<file path="config.mk">
export PLATFORM = sky130hd
export DESIGN_NAME = sram_arb_rw
export DESIGN_NICKNAME = d
export VERILOG_FILES = /design/src/rtl/sram_arb_pkg.sv /design/src/rtl/arb_rr_pick.sv /design/src/rtl/sram_arb_rw.sv
export SDC_FILE = /design/constraint.sdc
export NUM_CORES = 1
export LEC_CHECK = 0
export BUFFER_PORTS_ARGS = -buffer_cell sky130_fd_sc_hd__buf_2
export CELL_PAD_IN_SITES_DETAIL_PLACEMENT = 0
export CELL_PAD_IN_SITES_GLOBAL_PLACEMENT = 1
export CORE_UTILIZATION = 15
export DETAILED_ROUTE_END_ITERATION = 12
export GPL_TIMING_DRIVEN = 0
export PLACE_DENSITY = 0.8
export SETUP_SLACK_MARGIN = 0.2
export SLEW_MARGIN = 0
export SYNTH_ARGS = -nofsm -noshare
export SYNTH_HDL_FRONTEND = slang
export SYNTH_SLANG_ARGS = --single-unit
</file>
<file path="constraint.sdc">
create_clock -name clk -period 1.6 [get_ports clk]
set_clock_uncertainty 0.1 [all_clocks]
set_input_delay 0 -clock clk [delete_from_list [all_inputs] [get_ports clk]]
set_output_delay 0 -clock clk [all_outputs]
set_load 0.05 [all_outputs]
</file>
<file path="src/rtl/sram_arb_pkg.sv">
// Shared types and defaults for the SRAM port-0 arbiter.
// Lock state encoding plus owner-index width helper.
package sram_arb_pkg;

  localparam int unsigned AW_DEF = 8;
  localparam int unsigned DW_DEF = 32;
  localparam int unsigned MW_DEF = DW_DEF / 8;

  typedef enum logic {
    ST_UNLOCKED = 1'b0,
    ST_LOCKED   = 1'b1
  } lock_st_e;

  function automatic int unsigned owner_w(input int unsigned n);
    return (n > 1) ? $clog2(n) : 1;
  endfunction

endpackage

</file>
<file path="src/rtl/arb_rr_pick.sv">
// One-hot grant from a request vector, searching from a start pointer upward with wrap.
// With the pointer tied to zero this is a plain lowest-index-wins priority pick.
module arb_rr_pick #(
  parameter int unsigned N  = 2,
  parameter int unsigned PW = 1
) (
  input  logic [N-1:0]  req,
  input  logic [PW-1:0] ptr,
  output logic [N-1:0]  gnt
);

  localparam logic [2*N-1:0] One = {{(2*N-1){1'b0}}, 1'b1};

  logic [N-1:0]   mask;
  logic [N-1:0]   masked;
  logic [2*N-1:0] dbl;
  logic [2*N-1:0] dbl_gnt;

  always_comb begin
    mask = '0;
    for (int i = 0; i < int'(N); i++) begin
      mask[i] = (i >= int'(ptr));
    end
    masked = req & mask;
    // Low half holds requests at/after the pointer, high half the wrapped-around ones.
    dbl     = {req, masked};
    dbl_gnt = dbl & (~dbl + One);
    gnt     = dbl_gnt[N-1:0] | dbl_gnt[2*N-1:N];
  end

endmodule

</file>
<file path="src/rtl/sram_arb_rw.sv">
// Arbiter/sequencer sharing SRAM port 0 between N_REQ requesters, with bus locking.
// Define SRAM_ARB_RR_EN for round-robin; otherwise fixed priority (lowest index wins).
module sram_arb_rw
  import sram_arb_pkg::*;
#(
  parameter int unsigned N_REQ = 2,
  parameter int unsigned AW    = AW_DEF,
  parameter int unsigned DW    = DW_DEF
) (
  input  logic                      clk,
  input  logic                      rst,
  input  logic [N_REQ-1:0]          req_valid,
  input  logic [N_REQ-1:0]          req_write,
  input  logic [N_REQ-1:0]          req_lock,
  input  logic [N_REQ*AW-1:0]       req_addr,
  input  logic [N_REQ*DW-1:0]       req_wdata,
  input  logic [N_REQ*(DW/8)-1:0]   req_wmask,
  output logic [N_REQ-1:0]          req_ready,
  output logic [N_REQ-1:0]          rsp_valid,
  output logic [DW-1:0]             rsp_rdata,
  output logic                      sram_csb0,
  output logic                      sram_web0,
  output logic [DW/8-1:0]           sram_wmask0,
  output logic [AW-1:0]             sram_addr0,
  output logic [DW-1:0]             sram_din0,
  input  logic [DW-1:0]             sram_dout0
);

  localparam int unsigned MW = DW / 8;
  localparam int unsigned OW = owner_w(N_REQ);

  lock_st_e         lock_q;
  logic [OW-1:0]    owner_q;
  logic [N_REQ-1:0] rsp_q;

  logic [N_REQ-1:0] avail;
  logic [N_REQ-1:0] gnt;
  logic [OW-1:0]    g_idx;
  logic [OW-1:0]    ptr;
  logic             accept;

`ifdef SRAM_ARB_RR_EN
  logic [OW-1:0] ptr_q;
  logic [OW-1:0] ptr_nxt;
  assign ptr     = ptr_q;
  assign ptr_nxt = (g_idx == OW'(N_REQ - 1)) ? '0 : g_idx + 1'b1;
`else
  assign ptr = '0;
`endif

  // While locked only the owner is eligible; nothing is eligible during reset.
  always_comb begin
    avail = req_valid;
    if (lock_q == ST_LOCKED) begin
      avail          = '0;
      avail[owner_q] = req_valid[owner_q];
    end
    if (rst) begin
      avail = '0;
    end
  end

  arb_rr_pick #(
    .N  (N_REQ),
    .PW (OW)
  ) u_pick (
    .req (avail),
    .ptr (ptr),
    .gnt (gnt)
  );

  always_comb begin
    g_idx = '0;
    for (int i = 0; i < int'(N_REQ); i++) begin
      if (gnt[i]) begin
        g_idx = OW'(i);
      end
    end
  end

  assign accept    = |gnt;
  assign req_ready = gnt;

  // With no grant g_idx is 0, so the data path rests on requester 0's values.
  assign sram_csb0   = ~accept;
  assign sram_web0   = ~(accept & req_write[g_idx]);
  assign sram_addr0  = req_addr[g_idx*AW +: AW];
  assign sram_din0   = req_wdata[g_idx*DW +: DW];
  assign sram_wmask0 = req_wmask[g_idx*MW +: MW];

  assign rsp_valid = rst ? '0 : rsp_q;
  assign rsp_rdata = sram_dout0;

  always_ff @(posedge clk) begin
    if (rst) begin
      lock_q  <= ST_UNLOCKED;
      owner_q <= '0;
      rsp_q   <= '0;
`ifdef SRAM_ARB_RR_EN
      ptr_q   <= '0;
`endif
    end else begin
      rsp_q <= gnt & ~req_write;
      case (lock_q)
        ST_UNLOCKED: begin
          if (accept && req_lock[g_idx]) begin
            lock_q  <= ST_LOCKED;
            owner_q <= g_idx;
          end
        end
        ST_LOCKED: begin
          if (!req_valid[owner_q] || (accept && !req_lock[owner_q])) begin
            lock_q <= ST_UNLOCKED;
          end
        end
        default: lock_q <= ST_UNLOCKED;
      endcase
`ifdef SRAM_ARB_RR_EN
      // An owner's accepts keep pointing past it, so release lands on owner+1.
      if (accept) begin
        ptr_q <= ptr_nxt;
      end
`endif
    end
  end

endmodule

</file>
==> results.sh, run 1 <==
export IMPL_core_mm2=0.00729
export IMPL_port_buffers=177
export IMPL_r2r_cells=4
export IMPL_syn_to_final_growth_pct=131
export IMPL_finalWorstSetupSlack_ps=-172
export IMPL_clock_path_buffers=2
export IMPL_vias=1488
export IMPL_drtIter0Drc=17
export IMPL_cts_clk_slew_worst_paths_ps=40
export IMPL_path_class="reg2out"
export IMPL_die_x_um=89.0
export IMPL_pre_cts_slack_ps=-90.1
export IMPL_rows=31
export IMPL_fin_setup_tns_ps=-6410
export IMPL_finish_net_count=432
export IMPL_synth_cell_types=22
export IMPL_drv_cap=0
export IMPL_start_kind="flop"
export IMPL_grt_pass1_vias=1142
export IMPL_status="finished with violations"
export IMPL_wl_met2_um=2320
export IMPL_grtUsageTotal=0.0866
export IMPL_clockRootBuffer="clkbuf_8"
export IMPL_drive_gt1_frac=0.908
export IMPL_die_area_mm2=0.00792
export IMPL_fmax_ghz=0.564
export IMPL_cts_htree_levels=1
export IMPL_ys_warn_count=0
export IMPL_ctsHoldBuffers=4
export IMPL_post_route_period_util=1.11
export IMPL_dp_hpwl_um=3600
export IMPL_cpPeakStageDelay_ps=350
export IMPL_clock_sinks=4
export IMPL_synth_area_per_cell_um2=10.0
export IMPL_slew_headroom=0.826
export IMPL_diodes=0
export IMPL_routed_wl_um=4420
export IMPL_final_area_mm2=0.00263
export IMPL_powerDensity_mw_per_mm2=559
export IMPL_hold_path_depth=3
export IMPL_top_layer="met4"
export IMPL_syn_num_nets=241
export IMPL_arrival_ps=1670
export IMPL_initial_core_util=0.156
export IMPL_failed_checks="negative hold slack, negative setup slack"
export IMPL_slowest_stage="dfxtp_4"
export IMPL_end_kind="output port"
export IMPL_dieHeight_um=89.0
export IMPL_cts_tree="done"
export IMPL_routed_wl_met3_um=356
export IMPL_fin_hold_ws_ps=-65.6
export IMPL_cts_buffers=3
export IMPL_antenna_found_initial=0
export IMPL_path_delay_family="buffers and inverters"
export IMPL_r2r_setup_slack_ps=340
export IMPL_wirelength_met1_um=1720
export IMPL_globalRouteOverflowTotal=0
export IMPL_ant_nets=0
export IMPL_synth_seq_area_share=0.0706
export IMPL_fin_crit_ps=1770
export IMPL_viasPerCell=3.70
export IMPL_crit_required_ps=1500
export IMPL_min_path_type="in2reg"
export IMPL_crit_path_cell_trace="and2_4, o21ai_4, buf_8, buf_12, mux2_4, buf_6"
export IMPL_boundaryPins=210
export IMPL_wl_per_cell_um=11.0
export IMPL_path_depth=6
export IMPL_n_fill_cell=737
export IMPL_worstPathMaxFanout=10
export IMPL_dr_pass1_iters=4
export IMPL_hold_viol_final=1
export IMPL_post_dp_cell_area_mm2=0.00219
export IMPL_synth_area_mm2=0.00113
export IMPL_synthCells=113
export IMPL_rsz0062_at_grt="yes"
export IMPL_setup_viol=46
export IMPL_drv_slew=0
export IMPL_routabilityCongestion=0.691
export IMPL_grt_max_degree=11
export IMPL_remaining_drc_errors=0
export IMPL_leakage_nw=1.55
export IMPL_synth_seq_cells=4
export IMPL_worstPathBufferInverterCount=3
export IMPL_clk_latency_ps=220
export IMPL_peakVddDrop_v=0.000267
export IMPL_grt_pass1_wl_um=5260
export IMPL_tightest_slew_ps=262
[path summary, 6_finish.rpt]
check / start / endpoint
hold reg to reg: lock_q / owner_q
setup reg to reg: lock_q / rsp_q[0]
hold / removal: req_write[0] / rsp_q[0]
setup / recovery: lock_q / sram_din0[3]
[stage by stage]
step	std cells	power (W)	util
after floorplan	113	0.000852	-
after global placement	389	0.00109	0.300
after detailed placement	389	0.00110	0.300
after CTS	401	0.00146	0.355
after global routing	402	0.00153	0.360
final	402	0.00147	0.360
[synthesized netlist by cell type, drive strengths merged]
library cell	number	area, µm²
mux2	44	597
and2	1	8.76
o21ai	2	13.8
nor4bb	1	10.0
dfxtp	4	80.1
a21oi	2	10.0
nor3b	1	7.51
a21o	1	7.51
inv	4	15.0
a211oi	1	7.51
nor2b	3	18.8
o21bai	1	7.51
or3	1	6.26
buf	38	298
o211ai	2	15.0
nor2	5	18.8
nand2	1	3.75
a21bo	1	10.0
[area by class of cell]
class,instances,area [µm²],share of cell area
repair buffers,186,1220,0.463
multi-input cells,67,803,0.306
plain buffers,38,334,0.127
well taps,99,124,0.0472
flip-flops and latches,4,87.6,0.0334
clock buffers,4,45.0,0.0172
inverters,4,15.0,0.00572
[routing by layer]
| layer | track usage | vias to the layer above |
|---|---|---|
| li1 | - | 740 |
| met1 | 0.101 | 657 |
| met2 | 0.165 | 89 |
| met3 | 0.0102 | 2 |
| met4 | 0.0260 | 0 |
| met5 | 0 | - |
[worst register-to-register path, stage by stage, from the launching register on]
cell	delay, ps
dfxtp_4	350
buf_4	140
a21bo_2	230
or3_4	330
inv_1	50
[placed cells by master (no fill, tap or decap), drive strengths merged]
master / n
a211oi: 1
and2: 1
o21bai: 1
dlygate4sd3: 4
o211ai: 2
o21ai: 2
nor3b: 1
inv: 4
nor2: 5
mux2: 44
or3: 1
nor2b: 3
buf: 220
nand2: 1
a21o: 1
nor4bb: 1
a21bo: 1
a21oi: 2
dfxtp: 4
clkbuf: 4
[sequential cells by signal (all words and copies together) (netlist names)]
signal and flops:
rsp_q 2, lock_q 1, owner_q 1
[what timing repair did]
item / CTS / global route
pin swaps: 1 / 0
setup buffers: 4 / 1
gates resized for setup: 88 / 8
setup endpoints to repair: 47 / 48
hold endpoints to repair: 4 / 1
[report_power, final]
| group | internal, W | switching [W] |
|---|---|---|
| registers | 0.000105 | 0.00000354 |
| clock network | 0.000171 | 0.0000624 |
| logic | 0.000469 | 0.000655 |
| total | 0.000745 | 0.000721 |
[cells by family after synthesis]
logic type      after synthesis  share of synthesized area
mux                          44                      0.526
buf+inv                      42                      0.276
simple gates                 13                     0.0651
compound gates               10                     0.0628
flops                         4                     0.0706
No activity file was read; power rests on OpenSTA's default activity.
==> run 2, diff against run 1 <==
ABC_AREA = 0   (was unset)
CORE_UTILIZATION = 14   (was 15)
PLACE_DENSITY = 0.82   (was 0.8)
SYNTH_HIERARCHICAL = 1   (was unset)
==> run 2 against run 1 <==
Against the previous run: setup slack worse by 210 ps; non-clock buffer count up 8; register-to-register slack worse by 630 ps; synthesized cell count up 1.8%; the run ends with negative setup slack left; area after synthesis down 9.2%; final cell count up 1.5%.
==> results.sh, run 2 <==
export IMPL_drv_slew=0
export IMPL_core_mm2=0.00694
export IMPL_slew_headroom=0.618
export IMPL_rows=30
export IMPL_post_dp_cell_area_mm2=0.00230
export IMPL_finish_net_count=442
export IMPL_initial_core_util=0.148
export IMPL_arrival_ps=1880
export IMPL_antenna_found_initial=0
export IMPL_clkPwrFrac=0.126
export IMPL_synthCells=115
export IMPL_end_kind="output port"
export IMPL_final_cell_mix="buf_2 (128), buf_6 (46), mux2_4 (44)"
export IMPL_r2r_start="lock_q"
export IMPL_grt_pass1_wl_um=6180
export IMPL_fin_hold_ws_ps=21.8
export IMPL_wl_per_cell_um=11.8
export IMPL_cts_buffers=3
export IMPL_cts_tree="done"
export IMPL_synth_most_common_cell="mux2_2"
export IMPL_drive_gt1_frac=0.939
export IMPL_diodes=0
export IMPL_yosys_area_top_type="mux2_2"
export IMPL_viasPerCell=3.85
export IMPL_fmax_ghz=0.505
export IMPL_synth_cell_types=20
export IMPL_dieHeight_um=87.8
export IMPL_swShare=0.483
export IMPL_regMostFlops="rsp_q"
export IMPL_clk_latency_ps=220
export IMPL_min_to="owner_q"
export IMPL_power_total_w=0.00168
export IMPL_min_path_type="in2reg"
export IMPL_vias=1569
export IMPL_synth_top_area_frac=0.492
export IMPL_clock_sinks=4
export IMPL_ys_warn_count=6
export IMPL_failed_checks="negative setup slack"
export IMPL_hold_path_depth=4
export IMPL_grtUsageTotal=0.101
export IMPL_cts_clk_slew_worst_paths_ps=30
export IMPL_synthArstFlopShare=0
export IMPL_postLayoutCoreUtil=0.421
export IMPL_powerDensity_mw_per_mm2=575
export IMPL_peakVddDrop_v=0.000381
export IMPL_ys_flop_type="dfxtp_1"
export IMPL_leakage_nw=1.57
export IMPL_internal_power_w=0.000868
export IMPL_ant_nets=0
export IMPL_routabilityCongestion=0.615
export IMPL_finalWorstSetupSlack_ps=-378
export IMPL_synth_area_mm2=0.00103
export IMPL_clock_path_buffers=2
export IMPL_synth_area_per_cell_um2=8.97
export IMPL_n_fill_cell=660
export IMPL_final_area_mm2=0.00292
export IMPL_syn_to_final_growth_pct=183
export IMPL_post_route_period_util=1.24
export IMPL_cts_htree_levels=1
export IMPL_hold_viol_final=0
export IMPL_dr_pass1_iters=2
export IMPL_drv_cap=0
export IMPL_tightest_slew_ps=573
export IMPL_largest_reg_flops=2
export IMPL_final_common_cell="buf_2"
export IMPL_synthTopCellsByCount="mux2_2 (45), buf_4 (32), nor2b_1 (5)"
export IMPL_rsz0062_at_grt="yes"
export IMPL_remaining_drc_errors=0
export IMPL_die_x_um=87.8
export IMPL_setup_viol=50
export IMPL_status="finished with violations"
export IMPL_start_kind="flop"
export IMPL_port_buffers=176
export IMPL_fin_crit_ps=1980
export IMPL_crit_required_ps=1500
export IMPL_clockRootBuffer="clkbuf_8"
export IMPL_synth_edff_count=0
export IMPL_min_delay_start="req_lock[0]"
export IMPL_globalRouteOverflowTotal=0
export IMPL_comb_power_share=0.810
export IMPL_r2r_setup_slack_ps=-290
export IMPL_netlist_top_cells_area="mux2_2 (49%), buf_4 (23%), dfxtp_1 (7.8%)"
export IMPL_r2r_end="lock_q"
export IMPL_reg_top3="rsp_q (2), lock_q (1), owner_q (1)"
export IMPL_path_class="reg2out"
export IMPL_grt_pass1_vias=1443
export IMPL_pwr_share_seq=0.064
export IMPL_die_area_mm2=0.00771
export IMPL_synth_seq_cells=4
export IMPL_drtIter0Drc=7
export IMPL_p_sw_w=0.000812
export IMPL_fin_setup_tns_ps=-17080
export IMPL_boundaryPins=210
export IMPL_synth_seq_area_share=0.0777
export IMPL_r2r_cells=8
export IMPL_grt_max_degree=11
export IMPL_routed_wl_um=4810
export IMPL_worstPathMaxFanout=10
export IMPL_dp_hpwl_um=3840
-- run 2: metrics by stage --
stage               instances  setup WS [ps]
floorplan                 116           -422
global placement          388           -333
detailed placement        388           -351
CTS                       403           -378
global route              408           -440
finish                    408           -378
-- run 2: how the worst max path moves through the flow --
stage                 from              to  slack [ps]  cells past startpoint
global placement    lock_q  sram_wmask0[2]        -330                      7
global route        lock_q   sram_addr0[5]        -440                      7
finish              lock_q  sram_wmask0[2]        -380                      7
floorplan           lock_q          lock_q        -420                      8
detailed placement  lock_q  sram_wmask0[2]        -350                      7
CTS                 lock_q  sram_wmask0[2]        -380                      7
-- run 2: power by group through the flow --
stage | Sequential (W) | Combinational (W) | Clock, W
floorplan | 0.000112 | 0.000867 | 0
global placement | 0.000113 | 0.00111 | 0
detailed placement | 0.000113 | 0.00112 | 0
CTS | 0.000109 | 0.00133 | 0.000217
global route | 0.000108 | 0.00142 | 0.000226
finish | 0.000108 | 0.00136 | 0.000212
-- run 2: per-layer routing --
layer  up-vias  track usage  routed length [µm]  share of wire
met5         -            0                   0              0
met4         0       0.0209                  10         0.0021
met3         2       0.0198                 332          0.069
met2        89        0.218                2840           0.59
met1       715       0.0941                1620           0.34
li1        763            -                   -              -
-- run 2: final cells by class --
cell class,count,area [µm²],area share
timing repair buffer,193,1370,0.470
multi-input combinational,71,926,0.317
buffer,39,364,0.125
tap,96,120,0.0411
sequential,4,87.6,0.0300
clock buffer,3,41.3,0.0141
inverter,2,7.51,0.00257
-- run 2: repair_timing --
action / CTS / global route
setup endpoints to repair: 51 / 52
cloned: 0 / 1
setup buffers: 10 / 4
pin swaps: 1 / 3
gates resized for setup: 116 / 10
hold buffers: 2 / 0
hold endpoints to repair: 2 / 0
-- run 2: logic make-up after synthesis --
kind of cell | synth area share
buffers and inverters | 0.285
other | 0.00364
AND/OR/NAND/NOR | 0.0777
flip-flops | 0.0777
AO/OA/AOI/OAI | 0.0643
multiplexers | 0.492
-- run 2: critical path, stage by stage (launching register included) --
cell      delay, ps
dfxtp_4         340
nor2b_4         130
nor3b_4         170
a21boi_4        230
buf_12          170
buf_12          150
mux2_4          310
buf_6           150
